==> src/rtl/adder_rr_arbiter.sv <==
// -----------------------------------------------------------------------------
// adder_rr_arbiter
//
// Lets NUM_REQ requesters share one adder (sum = x + y + cin). Round-robin
// arbitration decides which requester is accepted. The result sits in a
// one-entry output register and is tagged with the winning requester index.
// That register can be drained and refilled in the same cycle, so the block
// can accept one operation per clock.
//
// Ports
//   clk        rising-edge clock for all state
//   rst_n      asynchronous, active-low reset
//   cfg_en     1 = new grants allowed; 0 = no grants, a held result still drains
//   req_valid  [NUM_REQ]        per-requester operand valid
//   req_ready  [NUM_REQ]        per-requester accept (one-hot or zero)
//   req_x      [NUM_REQ*WIDTH]  packed x operands, requester i at [i*WIDTH +: WIDTH]
//   req_y      [NUM_REQ*WIDTH]  packed y operands, same packing
//   req_cin    [NUM_REQ]        per-requester carry-in
//   rsp_valid  result valid
//   rsp_ready  consumer accepts the result
//   rsp_id     [ID_W]           index of the requester that produced rsp_sum
//   rsp_sum    [SWIDTH]         x + y + cin, carry-out kept
//   rsp_zero   1 when rsp_sum == 0
//   busy       result held, or any request pending while cfg_en = 1
//
// ID_W must satisfy 2**ID_W >= NUM_REQ.
// -----------------------------------------------------------------------------
module adder_rr_arbiter #(
    parameter int NUM_REQ = 4,
    parameter int ID_W    = 2,
    parameter int WIDTH   = 8,
    parameter int SWIDTH  = WIDTH + 1
) (
    input  logic                       clk,
    input  logic                       rst_n,
    input  logic                       cfg_en,
    input  logic [NUM_REQ-1:0]         req_valid,
    output logic [NUM_REQ-1:0]         req_ready,
    input  logic [NUM_REQ*WIDTH-1:0]   req_x,
    input  logic [NUM_REQ*WIDTH-1:0]   req_y,
    input  logic [NUM_REQ-1:0]         req_cin,
    output logic                       rsp_valid,
    input  logic                       rsp_ready,
    output logic [ID_W-1:0]            rsp_id,
    output logic [SWIDTH-1:0]          rsp_sum,
    output logic                       rsp_zero,
    output logic                       busy
);

    // -------------------------------------------------------------------------
    // State
    //   Only "empty" (ST_IDLE) and "holding a result" (ST_FULL) are stored.
    //   A held result either drains this cycle (rsp_ready = 1, FULL) or waits
    //   (rsp_ready = 0, STALL). That difference depends on the current
    //   rsp_ready input, so STALL is decoded combinationally into cur_state
    //   and is never written into the register.
    // -------------------------------------------------------------------------
    typedef enum logic [1:0] {
        ST_IDLE  = 2'd0,
        ST_FULL  = 2'd1,
        ST_STALL = 2'd2
    } state_t;

    state_t              state_reg;
    state_t              state_next;
    state_t              cur_state;

    logic [ID_W-1:0]     ptr_reg;
    logic [ID_W-1:0]     ptr_next;

    logic [ID_W-1:0]     rsp_id_reg;
    logic [SWIDTH-1:0]   rsp_sum_reg;
    logic                rsp_zero_reg;

    logic                can_accept;
    logic                load_en;

    // -------------------------------------------------------------------------
    // Operand unpacking
    // -------------------------------------------------------------------------
    logic [WIDTH-1:0]    x_arr [NUM_REQ];
    logic [WIDTH-1:0]    y_arr [NUM_REQ];

    generate
        for (genvar gi = 0; gi < NUM_REQ; gi++) begin : g_unpack
            assign x_arr[gi] = req_x[gi*WIDTH +: WIDTH];
            assign y_arr[gi] = req_y[gi*WIDTH +: WIDTH];
        end
    endgenerate

    // -------------------------------------------------------------------------
    // Round-robin search
    //   The search starts at ptr and wraps around. This is built from two
    //   lowest-index searches:
    //     1. lowest set bit among requests at index >= ptr;
    //     2. if there is none, lowest set bit among all requests.
    //   The result matches an ascending search from ptr modulo NUM_REQ.
    // -------------------------------------------------------------------------
    logic [NUM_REQ-1:0]  upper_valid;
    logic                hi_any;
    logic [ID_W-1:0]     hi_idx;
    logic                lo_any;
    logic [ID_W-1:0]     lo_idx;
    logic [ID_W-1:0]     grant_idx;

    generate
        for (genvar gi = 0; gi < NUM_REQ; gi++) begin : g_upper
            assign upper_valid[gi] = req_valid[gi] & (ID_W'(gi) >= ptr_reg);
        end
    endgenerate

    // The loops run downward, so the lowest matching index is the last one
    // written.
    always_comb begin
        hi_any = 1'b0;
        hi_idx = '0;
        lo_any = 1'b0;
        lo_idx = '0;
        for (int i = NUM_REQ - 1; i >= 0; i--) begin
            if (upper_valid[i]) begin
                hi_any = 1'b1;
                hi_idx = ID_W'(i);
            end
            if (req_valid[i]) begin
                lo_any = 1'b1;
                lo_idx = ID_W'(i);
            end
        end
    end

    assign grant_idx = hi_any ? hi_idx : lo_idx;

    // -------------------------------------------------------------------------
    // Shared datapath: select the winner's operands and feed the single adder
    // -------------------------------------------------------------------------
    logic [WIDTH-1:0]    x_sel;
    logic [WIDTH-1:0]    y_sel;
    logic                cin_sel;
    logic [SWIDTH-1:0]   sum_next;
    logic                zero_next;

    always_comb begin
        x_sel   = '0;
        y_sel   = '0;
        cin_sel = 1'b0;
        for (int i = 0; i < NUM_REQ; i++) begin
            if (grant_idx == ID_W'(i)) begin
                x_sel   = x_arr[i];
                y_sel   = y_arr[i];
                cin_sel = req_cin[i];
            end
        end
    end

    // Operands are zero-extended before the add, so the carry-out is kept.
    assign sum_next  = SWIDTH'(x_sel) + SWIDTH'(y_sel) + SWIDTH'(cin_sel);
    assign zero_next = (sum_next == '0);

    // -------------------------------------------------------------------------
    // FSM process 1: state register (plus the arbitration pointer)
    // -------------------------------------------------------------------------
    always_ff @(posedge clk or negedge rst_n) begin
        if (!rst_n) begin
            state_reg <= ST_IDLE;
            ptr_reg   <= '0;
        end else begin
            state_reg <= state_next;
            ptr_reg   <= ptr_next;
        end
    end

    // -------------------------------------------------------------------------
    // FSM process 2: next state
    // -------------------------------------------------------------------------
    always_comb begin
        cur_state = ST_IDLE;
        if (state_reg == ST_FULL) begin
            cur_state = rsp_ready ? ST_FULL : ST_STALL;
        end
    end

    always_comb begin
        state_next = state_reg;
        ptr_next   = ptr_reg;
        case (cur_state)
            ST_IDLE:  state_next = load_en ? ST_FULL : ST_IDLE;
            // The held result drains this cycle. A new load refills it at once.
            ST_FULL:  state_next = load_en ? ST_FULL : ST_IDLE;
            ST_STALL: state_next = ST_FULL;
            default:  state_next = ST_IDLE;
        endcase
        // The pointer moves only on a real transfer.
        if (load_en) begin
            if (grant_idx == ID_W'(NUM_REQ - 1)) begin
                ptr_next = '0;
            end else begin
                ptr_next = grant_idx + ID_W'(1);
            end
        end
    end

    // -------------------------------------------------------------------------
    // FSM process 3: outputs / handshake
    //   Qualifying with rst_n makes req_ready drop as soon as reset is asserted,
    //   without waiting for a clock edge.
    // -------------------------------------------------------------------------
    always_comb begin
        can_accept = rst_n & cfg_en & (cur_state != ST_STALL);
        load_en    = can_accept & lo_any;
        rsp_valid  = (state_reg == ST_FULL);
    end

    generate
        for (genvar gi = 0; gi < NUM_REQ; gi++) begin : g_ready
            assign req_ready[gi] = load_en & (grant_idx == ID_W'(gi));
        end
    endgenerate

    // -------------------------------------------------------------------------
    // Result register. When no new load happens, the last result stays
    // visible after it drains.
    // -------------------------------------------------------------------------
    always_ff @(posedge clk or negedge rst_n) begin
        if (!rst_n) begin
            rsp_id_reg   <= '0;
            rsp_sum_reg  <= '0;
            rsp_zero_reg <= 1'b0;
        end else if (load_en) begin
            rsp_id_reg   <= grant_idx;
            rsp_sum_reg  <= sum_next;
            rsp_zero_reg <= zero_next;
        end
    end

    assign rsp_id   = rsp_id_reg;
    assign rsp_sum  = rsp_sum_reg;
    assign rsp_zero = rsp_zero_reg;

    assign busy = rsp_valid | (cfg_en & (|req_valid));

endmodule

==> config.mk <==
export PLATFORM = sky130hd
export DESIGN_NAME = adder_rr_arbiter
export DESIGN_NICKNAME = d
export VERILOG_FILES = /design/src/rtl/adder_rr_arbiter.sv
export SDC_FILE = /design/constraint.sdc
export NUM_CORES = 1
export LEC_CHECK = 0
export ABC_AREA = 1
export BUFFER_PORTS_ARGS = -buffer_cell sky130_fd_sc_hd__buf_2
export CELL_PAD_IN_SITES_DETAIL_PLACEMENT = 0
export CELL_PAD_IN_SITES_GLOBAL_PLACEMENT = 1
export CORE_MARGIN = 10
export CORE_UTILIZATION = 28
export CTS_BUF_LIST = sky130_fd_sc_hd__clkbuf_8
export CTS_CLUSTER_SIZE = 24
export DETAILED_ROUTE_END_ITERATION = 16
export GPL_TIMING_DRIVEN = 0
export PLACE_DENSITY = 0.88
export SYNTH_ARGS = -nofsm -noshare
export SYNTH_HDL_FRONTEND = slang
export SYNTH_SLANG_ARGS = --single-unit
export TNS_END_PERCENT = 100
==> constraint.sdc <==
create_clock -name clk -period 3.04 [get_ports clk]
set_clock_uncertainty 0.05 [all_clocks]
set_input_delay 0.304 -clock clk [delete_from_list [all_inputs] [get_ports clk]]
set_output_delay 0.304 -clock clk [all_outputs]
set_load 0.1 [all_outputs]
==> results.cfg, run 1 <==
[route]
vias = 2165
wl_um = 6617
via_per_inst = 4.737
drt-met1-wl_um = 2515
ant_nets = 0
drt_iter0_drc = 84
drc = 0
top_layer = met4
routed-wl-met3_um = 573
first_pass_iters = 4
wl_per_cell_um = 14.48
met2WireLength_um = 3514

[sta]
post-route-min-period_ns = 3.192
hold_violations = 0
rsz0062_at_grt = yes
fmax_mhz = 313.3
finalCritPeriodShare = 1.050
finalMaxSlewViolations = 0
fin_ws_ns = -0.1521
max_slew_margin = 0.6630
worstMarginPinSlew_ns = 0.5090
setup_viol_count_final = 3

[place]
portBuffers = 93
post-place-ws_ns = -0.5019
place_area_sq_um = 2344
dpl.hpwl_um = 5246
place.gp.congestion = 0.7911

[floorplan]
io_pins = 94
coreArea_sq_um = 5991
die_area_sq_um = 9809
die_h_um = 99.04
fp-row-count = 28
die_x_um = 99.04
start_util = 0.2920

[layout]
largest_reg_flops = 9
final_common_cell = buf_2
nFillCells = 655
design_area_sq_um = 2771
final_cell_mix = buf_2, nand2_1, nor2_1
finalNetCount = 472
antennaDiodeCount = 0
postLayoutCoreUtil = 0.4626
area_delta_synth_final_pct = 58.44
drive_gt1_frac = 0.5079

[worst_setup_path]
end_kind = flop
cp.arrival_ns = 3.27
reg2reg_depth = 27
r2r-end = rsp_zero
crit_slowest_cell = fa_2
critPathMaxFanout = 5
cp_slowest_stage_delay_ns = 0.40
criticalPathCategory = reg2reg
rr_startpoint = ptr_reg[1]
rrSetupSlack_ns = -0.15
worst_setup_path_start_kind = flop
worstPathRequired_ns = 3.12

[clock_network]
cts_root_buffer = clkbuf_8
clk_path_buf_depth = 2
cts_tree = done
h-tree-depth = 1
numCtsBuffers = 3
clk_pin_slew_ns = 0.06
clock_latency_ns = 0.24
cts.sinks = 15

[global_routing]
grt_pass1_wl_um = 10740
grt_pass1_vias = 2327
grt_max_degree = 17
grt-ovfl-total = 0
antenna_found_initial = 0
grt_use_total = 0.1280

[power]
ir_worst_vdd_v = 0.0007967
power_mw = 4.128
clkPwrFrac = 0.037
p_comb_frac = 0.883
power_leakage_nw = 1.435
switching_share = 0.5747
p_int_mw = 1.755
powerDensity_nw_per_um2 = 1490
netSwitchingPower_mw = 2.373
seq_power_share = 0.079

[synth]
seq_area_frac_synth = 0.2146
yosysUniqueCellTypes = 31
synth_area_per_cell_sq_um = 6.576
synth_flop_cell = dfrtp_1
synth_nets = 355
yosysWarnings = 0
synth-seq-cells = 15
synth_edf_count = 0
syn_area_sq_um = 1749
synth_cells = 266
ys_async_sr_fraction = 1.000

[run_status]
violations = setup timing
status = complete, but fails checks

[min_path]
hp-class = in2reg
hold_depth = 2
worstHoldStart = rsp_ready
whs_endpoint = state_reg[0]

[run]
maxCapViolCount = 0
-- stage by stage --
step,hold WS (ns),std cells,TNS (ns)
after global placement,0.1793,434,-1.584
after detailed placement,0.1882,434,-2.035
after CTS,0.2090,451,-0.5179
after global routing,0.2230,457,-1.260
after floorplan,-0.04159,266,-0.1083
final,0.2186,457,-0.2044
-- cell usage after synthesis, types with 3 or more instances --
library cell | number | area, sq um
dfrtp_1 | 15 | 375.4
inv_2 | 8 | 30.03
o21ai_1 | 18 | 90.09
nor2_1 | 29 | 108.9
nand2_1 | 65 | 244.0
a22oi_1 | 6 | 45.04
nand2_2 | 5 | 31.28
ha_1 | 11 | 137.6
inv_1 | 21 | 78.83
o21ai_0 | 11 | 55.05
a21oi_1 | 24 | 120.1
nand3_1 | 14 | 70.07
a31oi_1 | 5 | 31.28
a22oi_2 | 6 | 75.07
clkbuf_1 | 3 | 11.26
buf_2 | 5 | 25.02
-- logic make-up (layout without fill, tap and decap cells) --
group | Yosys count | count (layout) | share of synthesized area
buffers and inverters | 41 | 157 | 0.1037
AOI/OAI and AO/OA | 75 | 75 | 0.2654
and+or+nand+nor | 121 | 121 | 0.3097
xor gates and xnor gates | 1 | 1 | 0.005008
DFF | 15 | 15 | 0.2146
adders and majority gates | 13 | 13 | 0.1016
-- power by group through the flow --
stage / Sequential [mW] / Clock (mW) / Combinational, mW
6_report: 0.328 / 0.154 / 3.65
5_1_grt: 0.339 / 0.169 / 4.03
4_1_cts: 0.327 / 0.160 / 3.26
3_5_place_dp: 0.331 / 0 / 2.89
3_3_place_gp: 0.330 / 0 / 2.84
2_1_floorplan: 0.838 / 0 / 1.81
-- layer usage --
metal  track usage  vias up
met4      0.009923        0
met5             0        -
met3       0.03492        2
met2        0.2430       61
met1        0.1423      986
li1              -     1116
-- area by class of cell --
| cell class | count | area (sq um) | share of cell area |
|---|---|---|---|
| flip-flops and latches | 15 | 375.4 | 0.1354 |
| repair buffers | 113 | 629.4 | 0.2271 |
| plain buffers | 10 | 96.34 | 0.03476 |
| multi-input cells | 210 | 1414 | 0.5102 |
| clock inverters | 1 | 3.754 | 0.001354 |
| well taps | 75 | 93.84 | 0.03386 |
| inverters | 30 | 117.6 | 0.04244 |
| clock buffers | 3 | 41.29 | 0.01490 |
-- worst max-delay path by stage --
stage            startpoint        to  slack [ns]  cells after the start
2_1_floorplan    ptr_reg[1]  rsp_zero       -0.11                     24
3_3_place_gp   req_valid[2]  rsp_zero       -0.46                     27
3_5_place_dp   req_valid[2]  rsp_zero       -0.50                     27
4_1_cts          ptr_reg[1]  rsp_zero       -0.24                     24
5_1_grt          ptr_reg[1]  rsp_zero       -0.38                     24
6_report         ptr_reg[1]  rsp_zero       -0.15                     27
-- worst max-delay path: cells and delay by family, from the launching register on --
family / cells / cell delay (ns)
adders and majority gates: 3 / 0.95
buffers and inverters: 6 / 0.48
and+or+nand+nor: 15 / 0.96
DFF: 1 / 0.39
AOI/OAI and AO/OA: 3 / 0.24
-- repair_timing --
action,in CTS,in global routing
resized for setup,34,28
pin swaps,16,10
buffers inserted,13,6
endpoints found under the hold margin,15,0
endpoints found under the setup margin,9,9
hold buffers,1,0
cloned,0,0
Power figures use the tool's default switching activity.
==> run 2, diff against run 1 <==
--- a/config.mk
+++ b/config.mk
@@ -5,17 +5,17 @@
 export SDC_FILE = /design/constraint.sdc
 export NUM_CORES = 1
 export LEC_CHECK = 0
-export ABC_AREA = 1
+export ABC_AREA = 0
 export BUFFER_PORTS_ARGS = -buffer_cell sky130_fd_sc_hd__buf_2
 export CELL_PAD_IN_SITES_DETAIL_PLACEMENT = 0
 export CELL_PAD_IN_SITES_GLOBAL_PLACEMENT = 1
 export CORE_MARGIN = 10
-export CORE_UTILIZATION = 28
+export CORE_UTILIZATION = 27
 export CTS_BUF_LIST = sky130_fd_sc_hd__clkbuf_8
 export CTS_CLUSTER_SIZE = 24
 export DETAILED_ROUTE_END_ITERATION = 16
 export GPL_TIMING_DRIVEN = 0
-export PLACE_DENSITY = 0.88
+export PLACE_DENSITY = 0.87
 export SYNTH_ARGS = -nofsm -noshare
 export SYNTH_HDL_FRONTEND = slang
 export SYNTH_SLANG_ARGS = --single-unit
==> results.cfg, run 2 <==
[run_status]
status = complete, but fails checks
violations = setup timing

[place]
dpl.hpwl_um = 4782
portBuffers = 93
place.gp.congestion = 0.8340

[worst_setup_path]
rr_startpoint = ptr_reg[1]
end_kind = flop
cp.arrival_ns = 3.93
rrSetupSlack_ns = -0.82
worstPathRequired_ns = 3.11
r2r-end = rsp_sum[8]
reg2reg_depth = 18
criticalPathCategory = reg2reg
critPathMaxFanout = 10
worst_setup_path_start_kind = flop

[sta]
fmax_mhz = 259.0
setup_viol_count_final = 9
fin_ws_ns = -0.8212
worstMarginPinSlew_ns = 0.5045
hold_violations = 0
rsz0062_at_grt = yes
max_slew_margin = 0.6660
post-route-min-period_ns = 3.861
finalCritPeriodShare = 1.270
finalMaxSlewViolations = 0
hold-worst-slack_ns = 0.2728

[route]
first_pass_iters = 4
wl_um = 5859
vias = 1881
ant_nets = 0
via_per_inst = 4.950
drc = 0
drt_iter0_drc = 34
wl_per_cell_um = 15.42

[global_routing]
grt-ovfl-total = 0
grt_max_degree = 18
antenna_found_initial = 0
grt_pass1_vias = 1987
grt_use_total = 0.1223
grt_pass1_wl_um = 9142

[floorplan]
start_util = 0.2779
fp-row-count = 27
die_x_um = 95.28
io_pins = 94
die_h_um = 95.28
die_area_sq_um = 9078
coreArea_sq_um = 5507

[power]
power_mw = 2.948
p_int_mw = 1.337
powerDensity_nw_per_um2 = 1211
power_leakage_nw = 1.190
netSwitchingPower_mw = 1.611
seq_power_share = 0.110
p_comb_frac = 0.839
clkPwrFrac = 0.051
switching_share = 0.5465
ir_worst_vdd_v = 0.0005869

[layout]
antennaDiodeCount = 0
area_delta_synth_final_pct = 59.03
finalNetCount = 398
final_cell_mix = buf_2, nand2_1, o21ai_1
final_common_cell = buf_2
largest_reg_flops = 9
nFillCells = 581
drive_gt1_frac = 0.5032

[synth]
synth.top_cell.area_share = 0.2453
synth.largest_area_cell = dfrtp_1
synth_common_cells = o21ai_0, nand2_1, a221o_1
yosysMostFrequentCell = o21ai_0
synth-seq-cells = 15
synth_nets = 286
ys_async_sr_fraction = 1.000
synth_area_per_cell_sq_um = 7.768
synth_edf_count = 0
synth_flop_cell = dfrtp_1
seq_area_frac_synth = 0.2453
yosysUniqueCellTypes = 37
ys_top_cells_by_area = dfrtp_1, o21ai_0, a221o_1
syn_area_sq_um = 1530
yosysWarnings = 0
synth_cells = 197

[clock_network]
numCtsBuffers = 3
clock_latency_ns = 0.24
cts_root_buffer = clkbuf_8
clk_path_buf_depth = 2
cts_tree = done
h-tree-depth = 1
clk_pin_slew_ns = 0.06
cts.sinks = 15

[min_path]
hp-class = in2reg
hold_depth = 3
worstHoldStart = cfg_en
whs_endpoint = state_reg[0]

[run]
maxCapViolCount = 0
[run 2: cell types whose count changed after synthesis, sizes merged, moves of 5 or more]
| cell | previous run | this run |
|---|---|---|
| nand2 | 71 | 25 |
| inv | 30 | 8 |
| nor2 | 31 | 14 |
| a221o | 0 | 16 |
| a21oi | 25 | 10 |
| nand3 | 16 | 3 |
| a22oi | 12 | 0 |
| o21ai | 29 | 38 |
| a31oi | 5 | 0 |
[run 2: final cells by class]
cell class,instances,area (sq um),share of cell area
Clock inverter,1,3.754,0.001542
Sequential cell,15,376.6,0.1548
Timing Repair Buffer,110,601.8,0.2473
Multi-Input combinational cell,162,1224,0.5028
Buffer,9,61.31,0.02519
Tap cell,72,90.09,0.03702
Inverter,8,35.03,0.01440
Clock buffer,3,41.29,0.01697
[run 2: worst max-delay path by stage]
stage	startpoint	to	slack, ns	cells past startpoint
after floorplan	ptr_reg[1]	rsp_sum[8]	-0.51	18
after global placement	ptr_reg[1]	rsp_sum[8]	-0.86	17
after detailed placement	ptr_reg[1]	rsp_sum[8]	-0.91	17
after CTS	ptr_reg[0]	rsp_sum[8]	-0.89	19
after global routing	ptr_reg[1]	rsp_sum[8]	-0.95	19
final	ptr_reg[1]	rsp_sum[8]	-0.82	18
[run 2: power groups by stage]
| stage | combinational, mW | sequential, mW | clock [mW] |
|---|---|---|---|
| after floorplan | 1.21 | 0.796 | 0 |
| after global placement | 2.09 | 0.322 | 0 |
| after detailed placement | 2.12 | 0.327 | 0 |
| after CTS | 2.26 | 0.321 | 0.155 |
| after global routing | 2.68 | 0.333 | 0.168 |
| final | 2.47 | 0.324 | 0.151 |
[run 2: metal layers]
metal  vias up  part of all wire  GRT usage
li1        952                 -          -
met1       858              0.44     0.1547
met2        69              0.46     0.1938
met3         2             0.095    0.04163
met4         0            0.0068    0.03242
met5         -                 0          0
[run 2: what timing repair did]
action                                  4_1_cts  5_1_grt
hold endpoints to repair                     15        0
gates resized for setup                      13       21
endpoints found under the setup margin        9       11
hold buffers                                  1        0
setup buffers                                11        5
pin swaps                                    15       13
[run 2: cell families after synthesis]
kind of cell	count (synthesis)	synth area share
muxes	4	0.02862
xor gates and xnor gates	3	0.01717
buffers and inverters	20	0.05233
AOI/OAI and AO/OA	83	0.3630
DFF	15	0.2453
and+or+nand+nor	59	0.1774
adders and majority gates	13	0.1161
[run 2: critical path, cell delays in order, from the launching register on]
cell,delay [ns]
dfrtp_2,0.44
mux2i_1,0.14
and2_4,0.15
a311oi_4,0.32
inv_2,0.13
ha_4,0.20
inv_4,0.06
nor2_4,0.05
buf_6,0.14
a221o_1,0.30
o21ai_0,0.08
o21ai_1,0.08
ha_1,0.37
nor2b_4,0.15
o31a_1,0.28
o31a_1,0.28
o21ai_1,0.15
nand2b_1,0.12
mux2_4,0.28
[run 2: stage by stage]
| step | instance area [sq um] | worst slack, ns | cells | setup TNS (ns) | util |
|---|---|---|---|---|---|
| after floorplan | 1624 | -0.5103 | 197 | -1.395 | - |
| after global placement | 2180 | -0.8606 | 362 | -3.947 | 0.3958 |
| after detailed placement | 2180 | -0.9084 | 362 | -4.384 | 0.3958 |
| after CTS | 2346 | -0.8870 | 377 | -4.503 | 0.4260 |
| after global routing | 2434 | -0.9471 | 380 | -5.565 | 0.4419 |
| final | 2434 | -0.8212 | 380 | -4.118 | 0.4419 |
==> run 3, diff against run 2 <==
--- a/config.mk
+++ b/config.mk
@@ -9,7 +9,7 @@
 export BUFFER_PORTS_ARGS = -buffer_cell sky130_fd_sc_hd__buf_2
 export CELL_PAD_IN_SITES_DETAIL_PLACEMENT = 0
 export CELL_PAD_IN_SITES_GLOBAL_PLACEMENT = 1
-export CORE_MARGIN = 10
+export CORE_MARGIN = 2
 export CORE_UTILIZATION = 27
 export CTS_BUF_LIST = sky130_fd_sc_hd__clkbuf_8
 export CTS_CLUSTER_SIZE = 24
==> results.cfg, run 3 (synthesized netlist as in run 2, its figures left out) <==
[run_status]
status = complete, but fails checks
violations = setup timing

[floorplan]
die_h_um = 79.28
fp-row-count = 27
io_pins = 94
die_x_um = 79.28
start_util = 0.2779
coreArea_sq_um = 5507
die_area_sq_um = 6285

[worst_setup_path]
worstPathRequired_ns = 3.13
critPathMaxFanout = 10
cp.arrival_ns = 3.97
worst_setup_path_start_kind = flop
reg2reg_depth = 18
end_kind = flop
criticalPathCategory = reg2reg

[power]
power_leakage_nw = 1.195
netSwitchingPower_mw = 1.565
switching_share = 0.5503
clkPwrFrac = 0.056
p_comb_frac = 0.830
powerDensity_nw_per_um2 = 1173
p_int_mw = 1.279
power_mw = 2.844
ir_worst_vdd_v = 0.0008090
seq_power_share = 0.114

[place]
portBuffers = 93
place.gp.congestion = 0.8784
dpl.hpwl_um = 3995
post-place-ws_ns = -0.8598
place_area_sq_um = 2180

[layout]
design_area_sq_um = 2425
nFillCells = 547
final_cell_mix = buf_2, nand2_1, o21ai_0
area_delta_synth_final_pct = 58.46
final_common_cell = buf_2
antennaDiodeCount = 0
largest_reg_flops = 9
finalNetCount = 399
drive_gt1_frac = 0.4919

[sta]
totalNegativeSetupSlack_ns = -4.499
finalMaxSlewViolations = 0
finalCritPeriodShare = 1.279
setup_viol_count_final = 9
fin_ws_ns = -0.8482
fmax_mhz = 257.2
max_slew_margin = 0.6752
hold-worst-slack_ns = 0.2635
hold_violations = 0
rsz0062_at_grt = yes
worstMarginPinSlew_ns = 0.4906
post-route-min-period_ns = 3.888

[route]
via_per_inst = 4.895
first_pass_iters = 4
vias = 1865
drt_iter0_drc = 39
ant_nets = 0
wl_per_cell_um = 13.27
wl_um = 5054
drc = 0

[clock_network]
clk_pin_slew_ns = 0.06
cts_tree = done
clock_latency_ns = 0.25
cts_root_buffer = clkbuf_8
clk_path_buf_depth = 2
cts.sinks = 15
h-tree-depth = 1
numCtsBuffers = 3

[global_routing]
antenna_found_initial = 0
grt-ovfl-total = 0
grt_max_degree = 18
grt_pass1_wl_um = 8169
grt_use_total = 0.1625
grt_pass1_vias = 1827

[min_path]
hp-class = in2reg
hold_depth = 3

[run]
maxCapViolCount = 0
## run 3: changes by cell type in the layout (fill, tap and decap cells not counted), sizes merged
cell	before	now
buf	112	111
clkbuf	9	11
## run 3: critical path: stages (launching register included)
cell      delay [ns]
dfrtp_1         0.42
mux2i_1         0.14
and2_4          0.17
a311oi_4        0.29
buf_4           0.18
ha_4            0.13
buf_6           0.11
nor2_4          0.05
buf_6           0.13
a221o_1         0.30
o21ai_0         0.09
o21ai_1         0.09
ha_1            0.37
nor2b_4         0.15
o31a_1          0.27
o31a_1          0.29
o21ai_1         0.13
nand2b_1        0.11
mux2_4          0.28
## run 3: routing by layer
layer / vias to the layer above / global-route usage / routed length (um)
met4: 0 / 0.05345 / 63
met3: 5 / 0.01705 / 283
met5: - / 0 / 0
met1: 830 / 0.2211 / 2350
li1: 957 / - / -
met2: 73 / 0.2686 / 2357
## run 3: stage by stage
step	instances	utilization
6_report	381	0.4404
5_1_grt	381	0.4404
3_5_place_dp	362	0.3958
2_1_floorplan	197	-
4_1_cts	379	0.4326
3_3_place_gp	362	0.3958
## run 3: cell type report
type	instances	area, sq um	share of cell area
tap	72	90.09	0.03715
multi-input combinational	162	1207	0.4979
timing repair buffer	108	584.3	0.2410
sequential	15	375.4	0.1548
inverter	8	32.53	0.01342
clock buffer	3	41.29	0.01703
buffer	12	90.09	0.03715
clock inverter	1	3.754	0.001548
## run 3: worst paths after layout
kind	from	endpoint	slack [ns]
hold reg to reg	rsp_sum[0]	rsp_sum[0]	0.43
setup reg to reg	ptr_reg[1]	rsp_sum[8]	-0.85
min in group asynchronous	rst_n	state_reg[0]	0.46
hold / removal	cfg_en	state_reg[0]	0.26
max in group asynchronous	rst_n	rsp_sum[6]	2.21
setup / recovery	ptr_reg[1]	rsp_sum[8]	-0.85
## run 3: what timing repair did
action / in CTS / in global routing
hold endpoints to repair: 15 / 0
cloned: 1 / 0
resized for setup: 15 / 7
hold buffers: 1 / 0
endpoints found under the setup margin: 9 / 11
setup buffers: 11 / 2
pin swaps: 11 / 0
## run 3: power groups by stage
| stage | logic (mW) | registers [mW] | clock network, mW |
|---|---|---|---|
| floorplan | 1.21 | 0.796 | 0 |
| global placement | 2.07 | 0.328 | 0 |
| detailed placement | 2.10 | 0.330 | 0 |
| CTS | 2.31 | 0.322 | 0.162 |
| global route | 2.56 | 0.334 | 0.173 |
| finish | 2.36 | 0.324 | 0.160 |
